## src/rtl/hazard_stall_ctrl_if.sv

```systemverilog
// rtl/hazard_stall_ctrl_if.sv - pipeline hazard handshake bundle between datapath and stall controller
//
// Groups the Decode/Execute/Memory hazard inputs and the stall/flush/statistics
// outputs of hazard_stall_ctrl.
//   master : pipeline side, drives hazard sources, receives stall/flush controls
//   slave  : controller side (hazard_stall_ctrl)
// CNT_W must match the CNT_W of the controller instance it connects to.
interface hazard_stall_ctrl_if #(
  parameter int CNT_W = 16
);
  // Decode / Execute / Memory hazard sources
  logic [3:0]       ID_rs;
  logic [3:0]       ID_rt;
  logic             ID_uses_rt;
  logic             ID_EX_mem_read;
  logic [3:0]       ID_EX_rd;
  logic             EX_branch_taken;
  logic             mem_req;
  logic             mem_ready;

  // Pipeline controls
  logic             PC_stall;
  logic             IF_ID_stall;
  logic             IF_flush;
  logic             ID_EX_flush;
  logic             EX_MEM_stall;
  logic             mem_timeout;

  // Event statistics
  logic [CNT_W-1:0] lu_cnt;
  logic [CNT_W-1:0] br_cnt;
  logic [CNT_W-1:0] mw_cnt;

  modport master (
    output ID_rs, ID_rt, ID_uses_rt, ID_EX_mem_read, ID_EX_rd,
           EX_branch_taken, mem_req, mem_ready,
    input  PC_stall, IF_ID_stall, IF_flush, ID_EX_flush, EX_MEM_stall,
           mem_timeout, lu_cnt, br_cnt, mw_cnt
  );

  modport slave (
    input  ID_rs, ID_rt, ID_uses_rt, ID_EX_mem_read, ID_EX_rd,
           EX_branch_taken, mem_req, mem_ready,
    output PC_stall, IF_ID_stall, IF_flush, ID_EX_flush, EX_MEM_stall,
           mem_timeout, lu_cnt, br_cnt, mw_cnt
  );
endinterface

```

## src/rtl/hazard_stall_ctrl.sv

```systemverilog
// rtl/hazard_stall_ctrl.sv - pipeline hazard detection with memory-wait FSM and timeout
//
// Resolves three hazard sources with priority memory-stall > taken branch > load-use:
//   - memory stall : freezes the whole pipeline while the data memory is not ready
//   - taken branch : squashes Fetch and Decode (IF_flush, ID_EX_flush)
//   - load-use     : holds PC and IF/ID and injects a bubble into ID/EX
// A memory access that stays unanswered for more than MEM_TIMEOUT wait cycles
// locks the FSM in TIMEOUT (sticky mem_timeout, all stalls held) until rst.
//
// Ports:
//   clk  - clock, rising edge
//   rst  - asynchronous active-high reset; also forces all stall/flush outputs low
//   hz   - hazard_stall_ctrl_if.slave: hazard inputs, stall/flush outputs,
//          registered mem_timeout, lu_cnt/br_cnt/mw_cnt statistics
//
// Configuration:
//   HAZARD_STATS_EN - when defined, saturating event counters are built;
//                     otherwise the counter outputs are tied to zero.
module hazard_stall_ctrl #(
  parameter int MEM_TIMEOUT = 15,
  parameter int CNT_W       = 16
) (
  input  logic               clk,
  input  logic               rst,
  hazard_stall_ctrl_if.slave hz
);

  localparam logic [7:0] TMO = 8'(MEM_TIMEOUT);

  typedef enum logic [1:0] {
    RUN      = 2'd0,
    MEM_WAIT = 2'd1,
    TIMEOUT  = 2'd2
  } state_t;

  state_t     state;
  state_t     state_nx;
  logic [7:0] wait_cnt;
  logic [7:0] wait_cnt_nx;
  logic       mem_timeout_q;

  logic       mstall;
  logic       load_use;
  logic       br_resp;
  logic       lu_resp;

  // State register
  always_ff @(posedge clk or posedge rst) begin
    if (rst) begin
      state         <= RUN;
      wait_cnt      <= 8'd0;
      mem_timeout_q <= 1'b0;
    end else begin
      state    <= state_nx;
      wait_cnt <= wait_cnt_nx;
      if (state_nx == TIMEOUT)
        mem_timeout_q <= 1'b1;
    end
  end

  // Next-state logic
  always_comb begin
    state_nx    = state;
    wait_cnt_nx = wait_cnt;
    case (state)
      RUN: begin
        if (hz.mem_req && !hz.mem_ready) begin
          state_nx    = MEM_WAIT;
          wait_cnt_nx = 8'd1;
        end
      end
      MEM_WAIT: begin
        if (hz.mem_ready) begin
          state_nx    = RUN;
          wait_cnt_nx = 8'd0;
        end else if (wait_cnt < TMO) begin
          wait_cnt_nx = wait_cnt + 8'd1;
        end else begin
          state_nx = TIMEOUT;
        end
      end
      TIMEOUT: state_nx = TIMEOUT;
      default: begin
        state_nx    = RUN;
        wait_cnt_nx = 8'd0;
      end
    endcase
  end

  // Output logic; rst gates everything so an asserted reset releases a
  // frozen pipeline immediately, without waiting for a clock edge.
  always_comb begin
    mstall = 1'b0;
    if (!rst) begin
      case (state)
        RUN:      mstall = hz.mem_req && !hz.mem_ready;
        MEM_WAIT: mstall = !hz.mem_ready;
        TIMEOUT:  mstall = 1'b1;
        default:  mstall = 1'b0;
      endcase
    end

    // Register 0 is hard-wired, so a load targeting it never creates a hazard.
    load_use = hz.ID_EX_mem_read && (hz.ID_EX_rd != 4'd0) &&
               ((hz.ID_EX_rd == hz.ID_rs) ||
                (hz.ID_uses_rt && (hz.ID_EX_rd == hz.ID_rt)));

    // Execute is frozen during mstall and will re-present the branch later.
    br_resp = !rst && !mstall && hz.EX_branch_taken;
    lu_resp = !rst && !mstall && !hz.EX_branch_taken && load_use;

    hz.PC_stall     = mstall || lu_resp;
    hz.IF_ID_stall  = mstall || lu_resp;
    hz.IF_flush     = br_resp;
    hz.ID_EX_flush  = br_resp || lu_resp;
    hz.EX_MEM_stall = mstall;
  end

  assign hz.mem_timeout = mem_timeout_q;

`ifdef HAZARD_STATS_EN
  logic [CNT_W-1:0] lu_q;
  logic [CNT_W-1:0] br_q;
  logic [CNT_W-1:0] mw_q;

  // Saturating event counters, one increment per qualifying cycle
  always_ff @(posedge clk or posedge rst) begin
    if (rst) begin
      lu_q <= '0;
      br_q <= '0;
      mw_q <= '0;
    end else begin
      if (lu_resp && (lu_q != {CNT_W{1'b1}}))
        lu_q <= lu_q + 1'b1;
      if (br_resp && (br_q != {CNT_W{1'b1}}))
        br_q <= br_q + 1'b1;
      if (mstall && (mw_q != {CNT_W{1'b1}}))
        mw_q <= mw_q + 1'b1;
    end
  end

  assign hz.lu_cnt = lu_q;
  assign hz.br_cnt = br_q;
  assign hz.mw_cnt = mw_q;
`else
  assign hz.lu_cnt = {CNT_W{1'b0}};
  assign hz.br_cnt = {CNT_W{1'b0}};
  assign hz.mw_cnt = {CNT_W{1'b0}};
`endif

endmodule

```

## src/flat_wrapper.sv

```systemverilog
// flat-port wrapper written by rule: the top's interface ports become plain ports
module hazard_stall_ctrl_flat 
#(
  parameter int MEM_TIMEOUT = 15,
  parameter int CNT_W       = 16
)
  (clk, rst, hz_ID_rs, hz_ID_rt, hz_ID_uses_rt, hz_ID_EX_mem_read, hz_ID_EX_rd, hz_EX_branch_taken, hz_mem_req, hz_mem_ready, hz_PC_stall, hz_IF_ID_stall, hz_IF_flush, hz_ID_EX_flush, hz_EX_MEM_stall, hz_mem_timeout, hz_lu_cnt, hz_br_cnt, hz_mw_cnt);
  hazard_stall_ctrl_if #(.CNT_W(CNT_W)) hz_i ();
  input  logic clk;
  input  logic rst;
  input wire logic [$bits(hz_i.ID_rs)-1:0] hz_ID_rs;
  input wire logic [$bits(hz_i.ID_rt)-1:0] hz_ID_rt;
  input wire logic [$bits(hz_i.ID_uses_rt)-1:0] hz_ID_uses_rt;
  input wire logic [$bits(hz_i.ID_EX_mem_read)-1:0] hz_ID_EX_mem_read;
  input wire logic [$bits(hz_i.ID_EX_rd)-1:0] hz_ID_EX_rd;
  input wire logic [$bits(hz_i.EX_branch_taken)-1:0] hz_EX_branch_taken;
  input wire logic [$bits(hz_i.mem_req)-1:0] hz_mem_req;
  input wire logic [$bits(hz_i.mem_ready)-1:0] hz_mem_ready;
  output wire logic [$bits(hz_i.PC_stall)-1:0] hz_PC_stall;
  output wire logic [$bits(hz_i.IF_ID_stall)-1:0] hz_IF_ID_stall;
  output wire logic [$bits(hz_i.IF_flush)-1:0] hz_IF_flush;
  output wire logic [$bits(hz_i.ID_EX_flush)-1:0] hz_ID_EX_flush;
  output wire logic [$bits(hz_i.EX_MEM_stall)-1:0] hz_EX_MEM_stall;
  output wire logic [$bits(hz_i.mem_timeout)-1:0] hz_mem_timeout;
  output wire logic [$bits(hz_i.lu_cnt)-1:0] hz_lu_cnt;
  output wire logic [$bits(hz_i.br_cnt)-1:0] hz_br_cnt;
  output wire logic [$bits(hz_i.mw_cnt)-1:0] hz_mw_cnt;
  assign hz_i.ID_rs = hz_ID_rs;
  assign hz_i.ID_rt = hz_ID_rt;
  assign hz_i.ID_uses_rt = hz_ID_uses_rt;
  assign hz_i.ID_EX_mem_read = hz_ID_EX_mem_read;
  assign hz_i.ID_EX_rd = hz_ID_EX_rd;
  assign hz_i.EX_branch_taken = hz_EX_branch_taken;
  assign hz_i.mem_req = hz_mem_req;
  assign hz_i.mem_ready = hz_mem_ready;
  assign hz_PC_stall = hz_i.PC_stall;
  assign hz_IF_ID_stall = hz_i.IF_ID_stall;
  assign hz_IF_flush = hz_i.IF_flush;
  assign hz_ID_EX_flush = hz_i.ID_EX_flush;
  assign hz_EX_MEM_stall = hz_i.EX_MEM_stall;
  assign hz_mem_timeout = hz_i.mem_timeout;
  assign hz_lu_cnt = hz_i.lu_cnt;
  assign hz_br_cnt = hz_i.br_cnt;
  assign hz_mw_cnt = hz_i.mw_cnt;
  hazard_stall_ctrl #(.MEM_TIMEOUT(MEM_TIMEOUT), .CNT_W(CNT_W)) u_core (.clk(clk), .rst(rst), .hz(hz_i));
endmodule
```

## config.mk

```make
export PLATFORM = sky130hd
export DESIGN_NAME = hazard_stall_ctrl_flat
export DESIGN_NICKNAME = d
export VERILOG_FILES = /design/src/rtl/hazard_stall_ctrl_if.sv /design/src/rtl/hazard_stall_ctrl.sv /design/src/flat_wrapper.sv
export SDC_FILE = /design/constraint.sdc
export NUM_CORES = 1
export LEC_CHECK = 0
export CORE_MARGIN = 1.5
export CORE_UTILIZATION = 35
export DETAILED_ROUTE_END_ITERATION = 8
export PLACE_DENSITY = 0.79
export SYNTH_ARGS = -nofsm -noshare
export SYNTH_HDL_FRONTEND = slang
export SYNTH_SLANG_ARGS = --single-unit
```

## constraint.sdc

```tcl
create_clock -name clk -period 2.2 [get_ports clk]
set_clock_uncertainty 0.2 [all_clocks]
set_input_delay 0.44 -clock clk [delete_from_list [all_inputs] [get_ports clk]]
set_output_delay 0.44 -clock clk [all_outputs]
set_load 0.02 [all_outputs]
```

==> run metrics, run 1 <==
status=complete, but fails checks; failing checks=DRC; VDD IR max=a little under 0.3 mV; Synth warnings=0; HPWL after detailed placement=1427 um; met2 GRT Util=0.1899; Fmax=~0.47 GHz; Rows=19; Yosys reg bits=11; placer congestion estimate=about 0.76; vias post-DR=755; register area share after synthesis=0.2591; synth cell count leaders=buf_4 (49), dfrtp_1 (11), xor2_1 (6); CP startpoint=hz_ID_EX_rd[1]; Critical Path Start Type=primary input; most common cell in the netlist=buf_4; crit path cell chain=clkbuf_2 > o41a_1 > nand3_2 > o2bb2ai_2 > a21o_1 > buf_6; maximum clock insertion buffer count=2; number of global-route vias before repair=706; r2r startpoint=u_core.wait_cnt[7]; top_reg_cell synth=dfrtp_1; I/O Pins=73; vias per cell=about 4; final worst path period share=0.9699; share of cells above drive strength 1=0.2611; Starting Density=0.3755; Synth area leader=buf_4; Synth Area per Inst=about 9 um2; met3 GRT Util=0.02009; H-tree Lvls=1; DRC viols=4; Worst path max stage delay=470 ps; drt total wl=1727 um; Die Y=58.09 um; crit path capture=hz_IF_ID_stall; Final #Nets=178; MaxCap Viol Count=0; Clock Sinks=11; gr ovfl total=0; Data arrival, critical path=1490 ps; # port buffers=24; die width=58.09 um; gr usage total=0.1169; final max-slew violation count=0; initial antenna violation count=0; Root Driver=clkbuf_4; first-pass GRT wire length=3036 um; Setup violations, final=0; Mapped Cells=118; Crit path max-delay family=compound AO/OA/AOI/OAI gates; Final Hold Vio Count=0; number of instances in the placed design=182; non-filler cells, final=188; RSZ-0062 raised after global routing=no; critical path class=primary input to output pin; crit path time final=approximately 2100 ps; pwr/cell area=444.1 nW/um2; clk_lat worst skew=260 ps; synthesized area=about 1100 um2; DRT iter0 DRCs=12; Design Area, Final=between 1000 and 1500 um2; DR WL/cell=9.186 um; DRT Pass-1 Iters=7; Clock transition at path regs=70 ps; Lkg Pwr=0.0006987 uW; Power Total=564.5 uW; Tightest Hold Check Type=register to register; Crit. path cell count=6; Worst setup EP type=output pin; Cell Area, Placed=around 1200 um2; count of different cell masters after synthesis=32; # fillers=between 200 and 300; total clock buffers created by CTS=3; reg2reg setup slack=a little under 600 ps; Antenna diodes=0; CORE AREA=2829 um2; buffer and inverter count on the worst path=2; ANT nets after route=0; Crit Path Max Fanout=3; dominant cells by area after synthesis=buf_4 (35%), dfrtp_1 (26%), xor2_1 (4.9%); met1 GRT Util=0.1525; share of the synthesized area in the top cell type=0.3463; reg2reg end=u_core.hz.mem_timeout; Async SR Flop Fraction=1.000; reg2reg path depth=4; DIE AREA=3374 um2; largest net degree at the start of global routing=12; area grow syn2layout=19.67%; Worst Path Required=1560 ps; gr busiest metal=met2; TritonCTS clock tree=built; CP max-delay cell=o41a_1; Layout Utilization=0.4494; number of synthesized flops with an enable pin=0
-- registers in the layout (all words and copies together), names as in the netlist --
| signal | flops |
|---|---|
| u_core.wait_cnt | 8 |
| u_core.state | 2 |
| u_core.hz.mem_timeout | 1 |
-- area by class of cell --
| type | instances | area [um2] | area share |
|---|---|---|---|
| multi-input combinational | 103 | 610.6 | 0.4803 |
| timing repair buffer | 38 | 316.6 | 0.2490 |
| sequential | 11 | 275.3 | 0.2165 |
| tap | 31 | 38.79 | 0.03051 |
| clock buffer | 4 | 26.28 | 0.02067 |
| inverter | 1 | 3.754 | 0.002953 |
-- where the power goes --
group | internal [uW] | total (uW) | switching [uW]
clock network | 70.1 | 137 | 66.6
logic | 75.4 | 208 | 132
registers | 211 | 220 | 9.16
-- through the flow --
stage	hold slack, ps	setup WS [ps]	TNS (ps)
finish	278.3	66.21	0
floorplan	97.47	144.8	0
CTS	281.3	-45.55	-105.6
detailed placement	265.5	-737.2	-3280
global route	324.9	13.98	0
global placement	257.8	-727.0	-3229
-- worst min path at each step --
stage / start / endpoint / slack [ps] / cells past startpoint
detailed placement: u_core.hz.mem_timeout / u_core.hz.mem_timeout / 270 / 1
global route: u_core.hz.mem_timeout / u_core.hz.mem_timeout / 320 / 1
floorplan: rst / u_core.hz.mem_timeout / 100 / 1
global placement: u_core.hz.mem_timeout / u_core.hz.mem_timeout / 260 / 1
finish: u_core.hz.mem_timeout / u_core.hz.mem_timeout / 280 / 1
CTS: u_core.hz.mem_timeout / u_core.hz.mem_timeout / 280 / 1
-- cell usage in the layout (no fill, tap or decap), types with 2 or more instances in the layout --
cell,n
a21oi_1,2
and2_1,5
buf_2,4
buf_4,13
buf_6,5
clkbuf_2,3
clkbuf_4,3
clkdlybuf4s50_1,4
conb_1,48
dfrtp_1,11
dlygate4sd2_1,6
dlymetal6s2s_1,2
mux2i_1,3
nand2_1,5
nand3_1,4
nor2_1,4
o21ai_0,3
xnor2_1,3
xor2_1,6
-- worst reg2reg max path, cell delays in order, from the launching register on --
cell	delay [ps]
dfrtp_1	400
nor4_4	330
and2_4	230
o21ai_2	70
or2_2	270
-- layer usage --
metal,part of all wire,up-vias
met3,0.064,5
met1,0.41,344
met5,0,-
li1,-,371
met2,0.51,35
met4,0.016,0
-- repair_timing --
item	4_1_cts	5_1_grt
gates resized for setup	52	12
buffers inserted	2	0
pin swaps	10	9
endpoints found under the setup margin	5	3
hold buffers	0	0
-- kinds of logic (layout without fill, tap and decap cells) --
| group | after synthesis | after routing | synth area share |
|---|---|---|---|
| buffers and inverters | 51 | 43 | 0.3604 |
| AND/OR/NAND/NOR | 28 | 28 | 0.1567 |
| AO/OA/AOI/OAI | 12 | 12 | 0.08717 |
| flip-flops | 11 | 11 | 0.2591 |
| XOR/XNOR | 10 | 10 | 0.08245 |
| multiplexers | 4 | 4 | 0.03887 |
| adder cells (fa/ha/maj) | 1 | 1 | 0.01178 |
| other | 1 | 48 | 0.003530 |
(Power assumes the default switching activity.)
==> inputs of run 2 (changes only) <==
Settings changed: MAX_ROUTING_LAYER from default to met4.
==> run metrics, run 2 (synthesis results as in run 1) <==
buffer and inverter count on the worst path=2 (unchanged); vias post-DR=755 (unchanged); max reg flops=8 (unchanged); pwr/cell area=444.0 nW/um2 (about the same); HPWL after detailed placement=1427 um (unchanged); MaxCap Viol Count=0 (unchanged); Rows=19 (unchanged); largest net degree at the start of global routing=12 (unchanged); TritonCTS clock tree=built; crit path time final=2134 ps (unchanged); Tightest Hold Check Type=register to register; Root Driver=clkbuf_4; placer congestion estimate=0.7722 (+1.3%); maximum clock insertion buffer count=2 (unchanged); Design Area, Final=1271 um2 (unchanged); Starting Density=0.3755 (unchanged); Layout Utilization=0.4494 (unchanged); Crit path max-delay family=compound AO/OA/AOI/OAI gates; initial antenna violation count=0 (unchanged); die width=58.09 um (unchanged); critical path class=primary input to output pin; final worst path period share=0.9699 (unchanged); # fillers=297 (unchanged); I/O Pins=73 (unchanged); failing checks=DRC; VDD IR max=0.2974 mV (about the same); Lkg Pwr=0.0006987 uW (unchanged); DRT Pass-1 Iters=7 (unchanged); Antenna diodes=0 (unchanged); gr ovfl total=0 (unchanged); status=complete, but fails checks; leading cell types in the layout, fill and taps excluded=conb_1 (48), buf_4 (13), dfrtp_1 (11), xor2_1 (6), dlygate4sd2_1 (6); Worst path max stage delay=470 ps (about the same); vias per cell=4.016 (unchanged); DRT iter0 DRCs=12 (unchanged); Die Y=58.09 um (unchanged); Final Hold Vio Count=0 (unchanged); first-pass GRT wire length=3042 um (+0.20%); Setup violations, final=0 (unchanged); gr usage total=0.1204 (+0.003518); final max-slew violation count=0 (unchanged); drt total wl=1727 um (unchanged); Worst Path Required=1560 ps (about the same); Fmax=0.4686 GHz (unchanged); Critical Path Start Type=primary input; area grow syn2layout=19.67% (unchanged); Cell Area, Placed=1229 um2 (unchanged); Clock transition at path regs=70 ps (about the same); Data arrival, critical path=1490 ps (about the same); H-tree Lvls=1 (unchanged); Hold WS=278.3 ps (unchanged); ANT nets after route=0 (unchanged); # port buffers=24 (unchanged); RSZ-0062 raised after global routing=no; DRC viols=4 (unchanged); number of global-route vias before repair=708 (+0.28%); DR WL/cell=9.186 um (unchanged); CP max-delay cell=o41a_1; crit path cell chain=clkbuf_2 > o41a_1 > nand3_2 > o2bb2ai_2 > a21o_1 > buf_6; CTS Hold Bufs=0 (unchanged); DIE AREA=3374 um2 (unchanged); Top reg by flops=u_core.wait_cnt; Clock Sinks=11 (unchanged); Worst setup EP type=output pin; share of cells above drive strength 1=0.2611 (unchanged); most common cell after layout, fill and taps aside=conb_1; total clock buffers created by CTS=3 (unchanged); CORE AREA=2829 um2 (unchanged); clk_lat worst skew=260 ps (about the same); Crit Path Max Fanout=3 (unchanged); Final #Nets=178 (unchanged); Power Total=564.4 uW (about the same)
-- run 2: what timing repair did --
item | 4_1_cts | 5_1_grt
setup buffers | 2 | 0
pin swaps | 10 | 9
gates resized for setup | 52 | 12
setup endpoints to repair | 5 | 3
-- run 2: cell type report --
| type | count | area (um2) | area share |
|---|---|---|---|
| multi-input cells | 103 | 610.6 | 0.4803 |
| well taps | 31 | 38.79 | 0.03051 |
| inverters | 1 | 3.754 | 0.002953 |
| repair buffers | 38 | 316.6 | 0.2490 |
| clock buffers | 4 | 26.28 | 0.02067 |
| flip-flops and latches | 11 | 275.3 | 0.2165 |
-- run 2: report_power, final --
part,switching [uW],internal [uW],leakage [uW]
logic,132,75.4,0.000539
registers,9.16,211,0.000144
clock network,66.5,70.1,0.0000150
-- run 2: metal layers --
metal  routed length (um)  global-route usage
met5                    0                   -
met4                   27             0.04983
met3                  111             0.02009
met2                  874              0.1899
met1                  713              0.1525
-- run 2: path summary, 6_finish.rpt --
| check | startpoint | end | slack (ps) | depth (start not counted) |
|---|---|---|---|---|
| setup reg to reg | u_core.wait_cnt[7] | u_core.hz.mem_timeout | 590 | 4 |
| hold / removal | u_core.hz.mem_timeout | u_core.hz.mem_timeout | 280 | 1 |
| setup / recovery | hz_ID_EX_rd[1] | hz_IF_ID_stall | 70 | 6 |
| hold reg to reg | u_core.hz.mem_timeout | u_core.hz.mem_timeout | 280 | 1 |
| min in group asynchronous | rst | u_core.wait_cnt[3] | 340 | 3 |
| max in group asynchronous | rst | u_core.wait_cnt[1] | 1310 | 3 |
-- run 2: through the flow --
stage | instances | setup slack, ps | setup TNS, ps
global placement | 182 | -727.0 | -3229
floorplan | 165 | 144.8 | 0
detailed placement | 182 | -737.2 | -3280
finish | 188 | 66.21 | 0
CTS | 188 | -45.55 | -105.6
global route | 188 | 13.98 | 0
